File: config.mk
export PLATFORM = sky130hd
export DESIGN_NAME = sync_fifo_flex
export DESIGN_NICKNAME = d
export VERILOG_FILES = /design/src/rtl/fifo_pkg.sv /design/src/rtl/fifo_mem.sv /design/src/rtl/sync_fifo_flex.sv
export SDC_FILE = /design/constraint.sdc
export NUM_CORES = 1
export LEC_CHECK = 0
export ABC_AREA = 1
export CORE_MARGIN = 5
export CORE_UTILIZATION = 36
export CTS_BUF_LIST = sky130_fd_sc_hd__clkbuf_4
export CTS_CLUSTER_DIAMETER = 30
export DETAILED_ROUTE_END_ITERATION = 10
export PLACE_DENSITY_LB_ADDON = 0.1
export RECOVER_POWER = 100
export SLEW_MARGIN = 20
export SYNTH_ARGS = -nofsm -noshare
export SYNTH_HDL_FRONTEND = slang
export SYNTH_SLANG_ARGS = --single-unit
File: constraint.sdc
create_clock -name clk -period 5.1 [get_ports clk]
set_input_delay 1.275 -clock clk [delete_from_list [all_inputs] [get_ports clk]]
set_output_delay 1.275 -clock clk [all_outputs]
set_load 0.02 [all_outputs]
File: src/rtl/fifo_pkg.sv
// -----------------------------------------------------------------------------
// fifo_pkg
//   Shared definitions for the sync_fifo_flex slice: the read-mode enum and
//   the helpers that derive address and occupancy widths from a depth.
//   Pointers carry one extra wrap bit, so the occupancy width is
//   addr width + 1, which is wide enough to hold the value DEPTH.
// -----------------------------------------------------------------------------
package fifo_pkg;

   typedef enum logic {
      FWFT_OFF = 1'b0,   // registered read, one cycle of read latency
      FWFT_ON  = 1'b1    // head word shown on data_out while not empty
   } fwft_mode_e;

   function automatic int fifo_addr_w(input int depth);
      return $clog2(depth);
   endfunction

   function automatic int fifo_cnt_w(input int depth);
      return $clog2(depth) + 1;
   endfunction

endpackage

File: src/rtl/fifo_mem.sv
// -----------------------------------------------------------------------------
// fifo_mem
//   DEPTH x DATA_WIDTH storage for the FIFO. One synchronous write port and
//   one asynchronous read port, so the FIFO can show the head word with no
//   latency in first-word-fall-through mode.
//
//   Ports
//     i_clk      clock, write happens on the rising edge
//     i_wr_en    write strobe (already qualified by the FIFO)
//     i_wr_addr  write address
//     i_wr_data  write data
//     i_rd_addr  read address
//     o_rd_data  word stored at i_rd_addr
// -----------------------------------------------------------------------------
module fifo_mem
   import fifo_pkg::*;
#(
   parameter int DATA_WIDTH = 8,
   parameter int DEPTH      = 16,
   parameter int AW         = fifo_addr_w(DEPTH)
) (
   input  logic                  i_clk,
   input  logic                  i_wr_en,
   input  logic [AW-1:0]         i_wr_addr,
   input  logic [DATA_WIDTH-1:0] i_wr_data,
   input  logic [AW-1:0]         i_rd_addr,
   output logic [DATA_WIDTH-1:0] o_rd_data
);

   logic [DATA_WIDTH-1:0] r_mem [DEPTH];

   always_ff @(posedge i_clk) begin
      if (i_wr_en) begin
         r_mem[i_wr_addr] <= i_wr_data;
      end
   end

   assign o_rd_data = r_mem[i_rd_addr];

endmodule

File: src/rtl/sync_fifo_flex.sv
// -----------------------------------------------------------------------------
// sync_fifo_flex
//   Single-clock FIFO with selectable read mode, almost-full/empty flags and
//   sticky overflow/underflow error flags.
//
//   Handshake: wr_en is a write request that is taken on a rising edge only
//   when full is low at that edge; rd_en is a read request taken only when
//   empty is low at that edge. A request against full/empty is dropped (no
//   state change) and raises the matching sticky error flag instead.
//
//   Ports
//     clk           sole clock, rising edge
//     rst           synchronous active-high reset
//     wr_en         write request
//     rd_en         read request
//     data_in       write data
//     clr_err       clears overflow/underflow on the next edge
//     data_out      read data (registered or fall-through, see FWFT)
//     full, empty   count == DEPTH / count == 0
//     almost_full   count >= AF_LEVEL
//     almost_empty  count <= AE_LEVEL
//     count         current occupancy
//     overflow      sticky: write attempted while full
//     underflow     sticky: read attempted while empty
// -----------------------------------------------------------------------------
module sync_fifo_flex
   import fifo_pkg::*;
#(
   parameter int DATA_WIDTH = 8,
   parameter int DEPTH      = 16,
   parameter int AF_LEVEL   = DEPTH - 2,
   parameter int AE_LEVEL   = 2,
   parameter int FWFT       = 0
) (
   input  logic                          clk,
   input  logic                          rst,
   input  logic                          wr_en,
   input  logic                          rd_en,
   input  logic [DATA_WIDTH-1:0]         data_in,
   input  logic                          clr_err,
   output logic [DATA_WIDTH-1:0]         data_out,
   output logic                          full,
   output logic                          empty,
   output logic                          almost_full,
   output logic                          almost_empty,
   output logic [fifo_cnt_w(DEPTH)-1:0]  count,
   output logic                          overflow,
   output logic                          underflow
);

   localparam int              AW      = fifo_addr_w(DEPTH);
   localparam int              CW      = fifo_cnt_w(DEPTH);
   localparam fwft_mode_e      C_MODE  = (FWFT != 0) ? FWFT_ON : FWFT_OFF;
   localparam logic [CW-1:0]   C_ONE   = CW'(1);
   localparam logic [CW-1:0]   C_DEPTH = CW'(DEPTH);
   localparam logic [CW-1:0]   C_AF    = CW'(AF_LEVEL);
   localparam logic [CW-1:0]   C_AE    = CW'(AE_LEVEL);

   logic [CW-1:0]         r_wr_ptr;
   logic [CW-1:0]         r_rd_ptr;
   logic [CW-1:0]         w_count;
   logic                  w_full;
   logic                  w_empty;
   logic                  w_wr_acc;
   logic                  w_rd_acc;
   logic [DATA_WIDTH-1:0] w_head;
   logic [DATA_WIDTH-1:0] r_dout;
   logic                  r_ovf;
   logic                  r_udf;

   // Occupancy falls out of the wrap-bit pointers with plain modulo
   // subtraction; wr_ptr never runs more than DEPTH ahead of rd_ptr.
   assign w_count = r_wr_ptr - r_rd_ptr;
   assign w_full  = (w_count == C_DEPTH);
   assign w_empty = (w_count == '0);

   // Acceptance uses pre-edge full/empty, so full+rd+wr reads only and
   // empty+rd+wr writes only. Reset blocks the memory write as well.
   assign w_wr_acc = wr_en && !w_full  && !rst;
   assign w_rd_acc = rd_en && !w_empty && !rst;

   fifo_mem #(
      .DATA_WIDTH (DATA_WIDTH),
      .DEPTH      (DEPTH),
      .AW         (AW)
   ) u_mem (
      .i_clk     (clk),
      .i_wr_en   (w_wr_acc),
      .i_wr_addr (r_wr_ptr[AW-1:0]),
      .i_wr_data (data_in),
      .i_rd_addr (r_rd_ptr[AW-1:0]),
      .o_rd_data (w_head)
   );

   always_ff @(posedge clk) begin
      if (rst) begin
         r_wr_ptr <= '0;
         r_rd_ptr <= '0;
      end else begin
         if (w_wr_acc) r_wr_ptr <= r_wr_ptr + C_ONE;
         if (w_rd_acc) r_rd_ptr <= r_rd_ptr + C_ONE;
      end
   end

   // A fresh error event outranks clr_err in the same cycle.
   always_ff @(posedge clk) begin
      if (rst) begin
         r_ovf <= 1'b0;
         r_udf <= 1'b0;
      end else begin
         if (wr_en && w_full) r_ovf <= 1'b1;
         else if (clr_err)    r_ovf <= 1'b0;
         if (rd_en && w_empty) r_udf <= 1'b1;
         else if (clr_err)     r_udf <= 1'b0;
      end
   end

   generate
      if (C_MODE == FWFT_OFF) begin : g_reg_read
         always_ff @(posedge clk) begin
            if (rst)           r_dout <= '0;
            else if (w_rd_acc) r_dout <= w_head;
         end
         assign data_out = r_dout;
      end else begin : g_fwft_read
         // r_dout tracks the head while data is present so that, once the
         // FIFO drains, data_out keeps showing the last word it presented.
         always_ff @(posedge clk) begin
            if (rst)           r_dout <= '0;
            else if (!w_empty) r_dout <= w_head;
         end
         assign data_out = w_empty ? r_dout : w_head;
      end
   endgenerate

   assign full         = w_full;
   assign empty        = w_empty;
   assign almost_full  = (w_count >= C_AF);
   assign almost_empty = (w_count <= C_AE);
   assign count        = w_count;
   assign overflow     = r_ovf;
   assign underflow    = r_udf;

endmodule

# Word-level counts from Yosys, hierarchy flattened
# Memory sizes are Yosys's and may differ from the RTL's. A register that Yosys moved wholly into a read port is not among the register bits.
# Index checks and enable logic that the tools add are counted.
# totals
latchBits	0
input_bits	13
rom_bits	0
out_inout_bits	19
ram_bits	128
mem_count	1
reg_bits	12
# classes
n_shift	0
eq_ne	1
reduce_logical	12
mux	5
div_mod_pow	0
n_addsub	3
mul	0
n_lt_le_gt_ge	2
n_bitwise	0
# mem_list
name	words	word_bits	read_ports	rd_clocked_by_memory_dff	write_ports	line	source
u_mem.r_mem	16	8	1	1	1	fifo_mem.sv:30	logic [DATA_WIDTH-1:0] r_mem [DEPTH];
# op_table
operator	count
5-bit by 1-bit adder with 5-bit output, second input constant	2
1-bit logical AND	6
5-bit == test, second input constant	1
5-bit by 4-bit >= comparator with 1-bit output, second input constant	1
5-bit by 2-bit <= comparator with 1-bit output, second input constant	1
5-bit logical NOT	1
1-bit two-way mux	5
5-bit subtractor	1
2-bit nonzero test	2
1-bit logical NOT	3

# Longest topological paths before layout
# depth
word_depth	7
depth_mapped	15
mapped_depth_nobuf	13

# By module
# A second synthesis with hierarchy kept.
# unflattened
hier_cells	697
area_unflattened_um2	6750.2
# by_module_without_submodules
module	seq_area_each_um2	area_per_inst_um2	cells_each	instances
fifo_mem	3843.7	5606.6	543	1
sync_fifo_flex	400.4	1143.6	154	1

# Worst setup path after synthesis
# OpenSTA, ideal clock, no wires.
# synth_timing
kind	register to output
start	register r_wr_ptr[0]
end	output almost_empty
arrival_time_ns	2.192
path_stages_with_launch	9
n_path_buf	0
slack_ns	1.633
required_time_ns	3.825
cell_sequence	dfxtp_1 inv_1 ha_1 fa_1 nor2_1 nor2_1 nand2_1 nand2_2 nor4_1
# synth_via
elab_chain_len	2
# synth_rtl
item	line	source
start: declaration	sync_fifo_flex.sv:59	logic [CW-1:0] r_wr_ptr;
start signal: assignment	sync_fifo_flex.sv:100	if (w_wr_acc) r_wr_ptr <= r_wr_ptr + C_ONE;
5-bit subtractor	sync_fifo_flex.sv:73	assign w_count = r_wr_ptr - r_rd_ptr;
net count[4]	sync_fifo_flex.sv:46	output logic [fifo_cnt_w(DEPTH)-1:0] count,
5-bit by 2-bit <= comparator with 1-bit output	sync_fifo_flex.sv:139	assign almost_empty = (w_count <= C_AE);
end: declaration	sync_fifo_flex.sv:45	output logic almost_empty,
# The timed path passes the listed nets, and every way through them passes these cells.

# Worst setup path after layout
# layout_timing
start	register r_rd_ptr[2]
end	output almost_empty
# layout_via
elab_chain_len	2
# layout_rtl
item	line	source
start: declaration	sync_fifo_flex.sv:60	logic [CW-1:0] r_rd_ptr;
start signal: assignment	sync_fifo_flex.sv:101	if (w_rd_acc) r_rd_ptr <= r_rd_ptr + C_ONE;
5-bit subtractor	sync_fifo_flex.sv:73	
5-bit by 2-bit <= comparator with 1-bit output	sync_fifo_flex.sv:139	
# Every way passes these cells.

==> results_dict.tcl <==
set metrics [dict create \
    outcome "finished clean" \
    layout-drive-gt1-share 0.0732 \
    fin_cells 914 \
    yosysMostFrequentCell "nand2_1" \
    drc 0 \
    synth_top_area_share 0.589 \
    path_class "reg -> out" \
    leakage_nw 2.72 \
    path_cells "clkinv_1, ha_1, a21oi_1, nand3_1, nand2_2, inv_1, nor4_1, clkdlybuf4s50_1" \
    wl_per_cell_um 17.2 \
    cts_tree "built" \
    clkTransAtPathRegs_ns 0.12 \
    rsz0062_at_grt "false" \
    period_minus_slack_ns 4.70 \
    synthArstFlopShare 0 \
    viasPerCell 4.81 \
    ys_warn_count 0 \
    drt_iter0_drc 296 \
    cts_buffer_depth 2 \
    ys_top_cells_by_area "edfxtp_1 59%, nand2_1 8.2%, nor2_1 6.4%" \
    cts_repair_resize_count 0 \
    wirelength_um 15700 \
    dieArea_mm2 0.0209 \
    dr.pass1.iters 5 \
    finalSetupTns_ns 0 \
    synth-adder-area-share 0.0203 \
    switching_share 0.348 \
    design.core.area_mm2 0.0179 \
    grt_usage 0.160 \
    grt_pass1_wl_um 25000 \
    ys_types 31 \
    h-tree-depth 4 \
    overflow 0 \
    synth_nets 656 \
    power_frac_seq 0.483 \
    start_util 0.365 \
    synthTopCellsByCount "143 x nand2_1, 128 x edfxtp_1, 112 x nor2_1" \
    r2r_slack_ns 1.35 \
    power_w 0.00286 \
    clock_latency_ns 0.53 \
    drtAntennaViolNets 0 \
    syn_to_final_growth_pct 11.1 \
    yosys.area_share.xor_xnor 0.0132 \
    vias 4400 \
    nets 694 \
    combPwrFrac 0.290 \
    synth-edff-count 128 \
    slew_headroom 0.430 \
    cp_slowest_cell "dfxtp_1" \
    yosysSeqAreaShare 0.650 \
    period_share 0.922 \
    slew_violations 0 \
    num-fill-cells 1831 \
    rows 49 \
    hpwl_um 10300 \
    fin_skew_ns 0.0168 \
    p_clk_frac 0.227 \
    cp-end-kind "output pin" \
    synth.largest_area_cell "edfxtp_1" \
    yosys.area_share.simple 0.211 \
    ys_seq_elements 148 \
    critPathMaxFanout 14 \
    cp-start-kind "flop" \
    worst_ep_arrival_time_ns 3.43 \
    grt_max_degree 69 \
    drv_cap 0 \
    setup_viol 0 \
    powerDensity_mw_per_mm2 395 \
    final_hold_viol_count 0 \
    synth.area.mux_share 0 \
    dieWidth_um 145 \
    cts_hold_buf 0 \
    dp.cells 881 \
    p_int_w 0.00187 \
    antenna_found_initial 1 \
    syn_inst 633 \
    ios 32 \
    ir_drop_mv 0.329 \
    hp-class "reg -> reg" \
    cts_inserted_buffers 17 \
    synth_top_family_by_area "simple AND/OR/NAND/NOR gates" \
    ys.flop_type "edfxtp_1" \
    synth.avg_cell_area_um2 10.3 \
    synth_compound_area_frac 0.0565 \
    grt_pass1_vias 4373 \
    port_buffers 31 \
    finalWeightedCongestion 0.841 \
    dieHeight_um 145 \
    cts_root_buf "clkbuf_4" \
    cts_setup_buffers 0 \
    max_freq_ghz 0.213 \
    cts_sinks 148 \
    power.switching_w 0.000996 \
    netlist_area_mm2 0.00653 \
    cpPeakStageDelay_ns 0.67 \
    tightest_slew_ns 0.852 \
    required_ns 3.83 \
]
==> flip-flops by register name, indices dropped and copies added (netlist names) <==
signal	count
r_wr_ptr	5
overflow	1
data_out	8
r_rd_ptr	5
u_mem.r_mem	128
underflow	1
==> power by group through the flow <==
| stage | Sequential [W] | Clock (W) | Combinational [W] |
|---|---|---|---|
| 4_1_cts | 0.00138 | 0.000674 | 0.000881 |
| 3_3_place_gp | 0.00141 | 0 | 0.000875 |
| 3_5_place_dp | 0.00141 | 0 | 0.000877 |
| 5_1_grt | 0.00139 | 0.000730 | 0.000935 |
| 6_report | 0.00138 | 0.000650 | 0.000831 |
| 2_1_floorplan | 0.00143 | 0 | 0.000565 |
==> cell usage in the layout, fill, tap and decap left out, types with 17 or more instances in the layout <==
cell type and instances:
edfxtp_1 128, o21ai_0 49, inv_1 32, nand3_1 41, clkbuf_4 17, nand2_1 145
nor2_1 112, dlygate4sd3_1 26, dfxtp_1 19
==> cell families after synthesis <==
group / Yosys count
XOR/XNOR: 9
flip-flops: 148
AND/OR/NAND/NOR: 327
buffers and inverters: 71
adder cells (fa/ha/maj): 10
AO/OA/AOI/OAI: 68
==> path summary, 6_finish.rpt <==
check                            startpoint                end  cells after the start
worst min-delay path              underflow          underflow                      2
worst max-delay path            r_rd_ptr[2]       almost_empty                      8
worst min register to register    underflow          underflow                      2
worst max register to register  r_rd_ptr[2]  u_mem.r_mem[8][1]                     10
==> critical path: cells and delay by family (launching register included) <==
family / cells / cell delay, ns
buffers and inverters: 3 / 1.11
adders and majority gates: 1 / 0.47
DFF: 1 / 0.67
AOI/OAI and AO/OA: 1 / 0.20
and+or+nand+nor: 3 / 0.44
==> stage by stage <==
stage,area (µm²),hold WS (ns),utilization,setup WS (ns)
floorplan,6530,0.457,-,1.63
global placement,7100,0.467,0.396,1.02
finish,7250,0.493,0.405,0.398
detailed placement,7100,0.475,0.396,0.964
global route,7250,0.514,0.405,0.0109
CTS,7330,0.497,0.410,0.312
==> area by class of cell <==
type	instances	area, µm²	area share
Clock buffer	17	128	0.0176
Sequential cell	148	4250	0.585
Timing Repair Buffer	49	389	0.0536
Inverter	41	154	0.0212
Multi-Input combinational cell	414	1930	0.267
Clock inverter	14	111	0.0154
Antenna cell	2	5.00	0.000690
Tap cell	229	287	0.0395
==> per-layer routing <==
layer | vias to the layer above | wire length, µm | global-route usage
li1 | 2193 | - | -
met1 | 2121 | 7740 | 0.228
met2 | 78 | 7270 | 0.252
met3 | 8 | 548 | 0.0388
met4 | 0 | 121 | 0.0309
met5 | - | 0 | 0
Note: power is estimated with default switching activity, not from simulation.
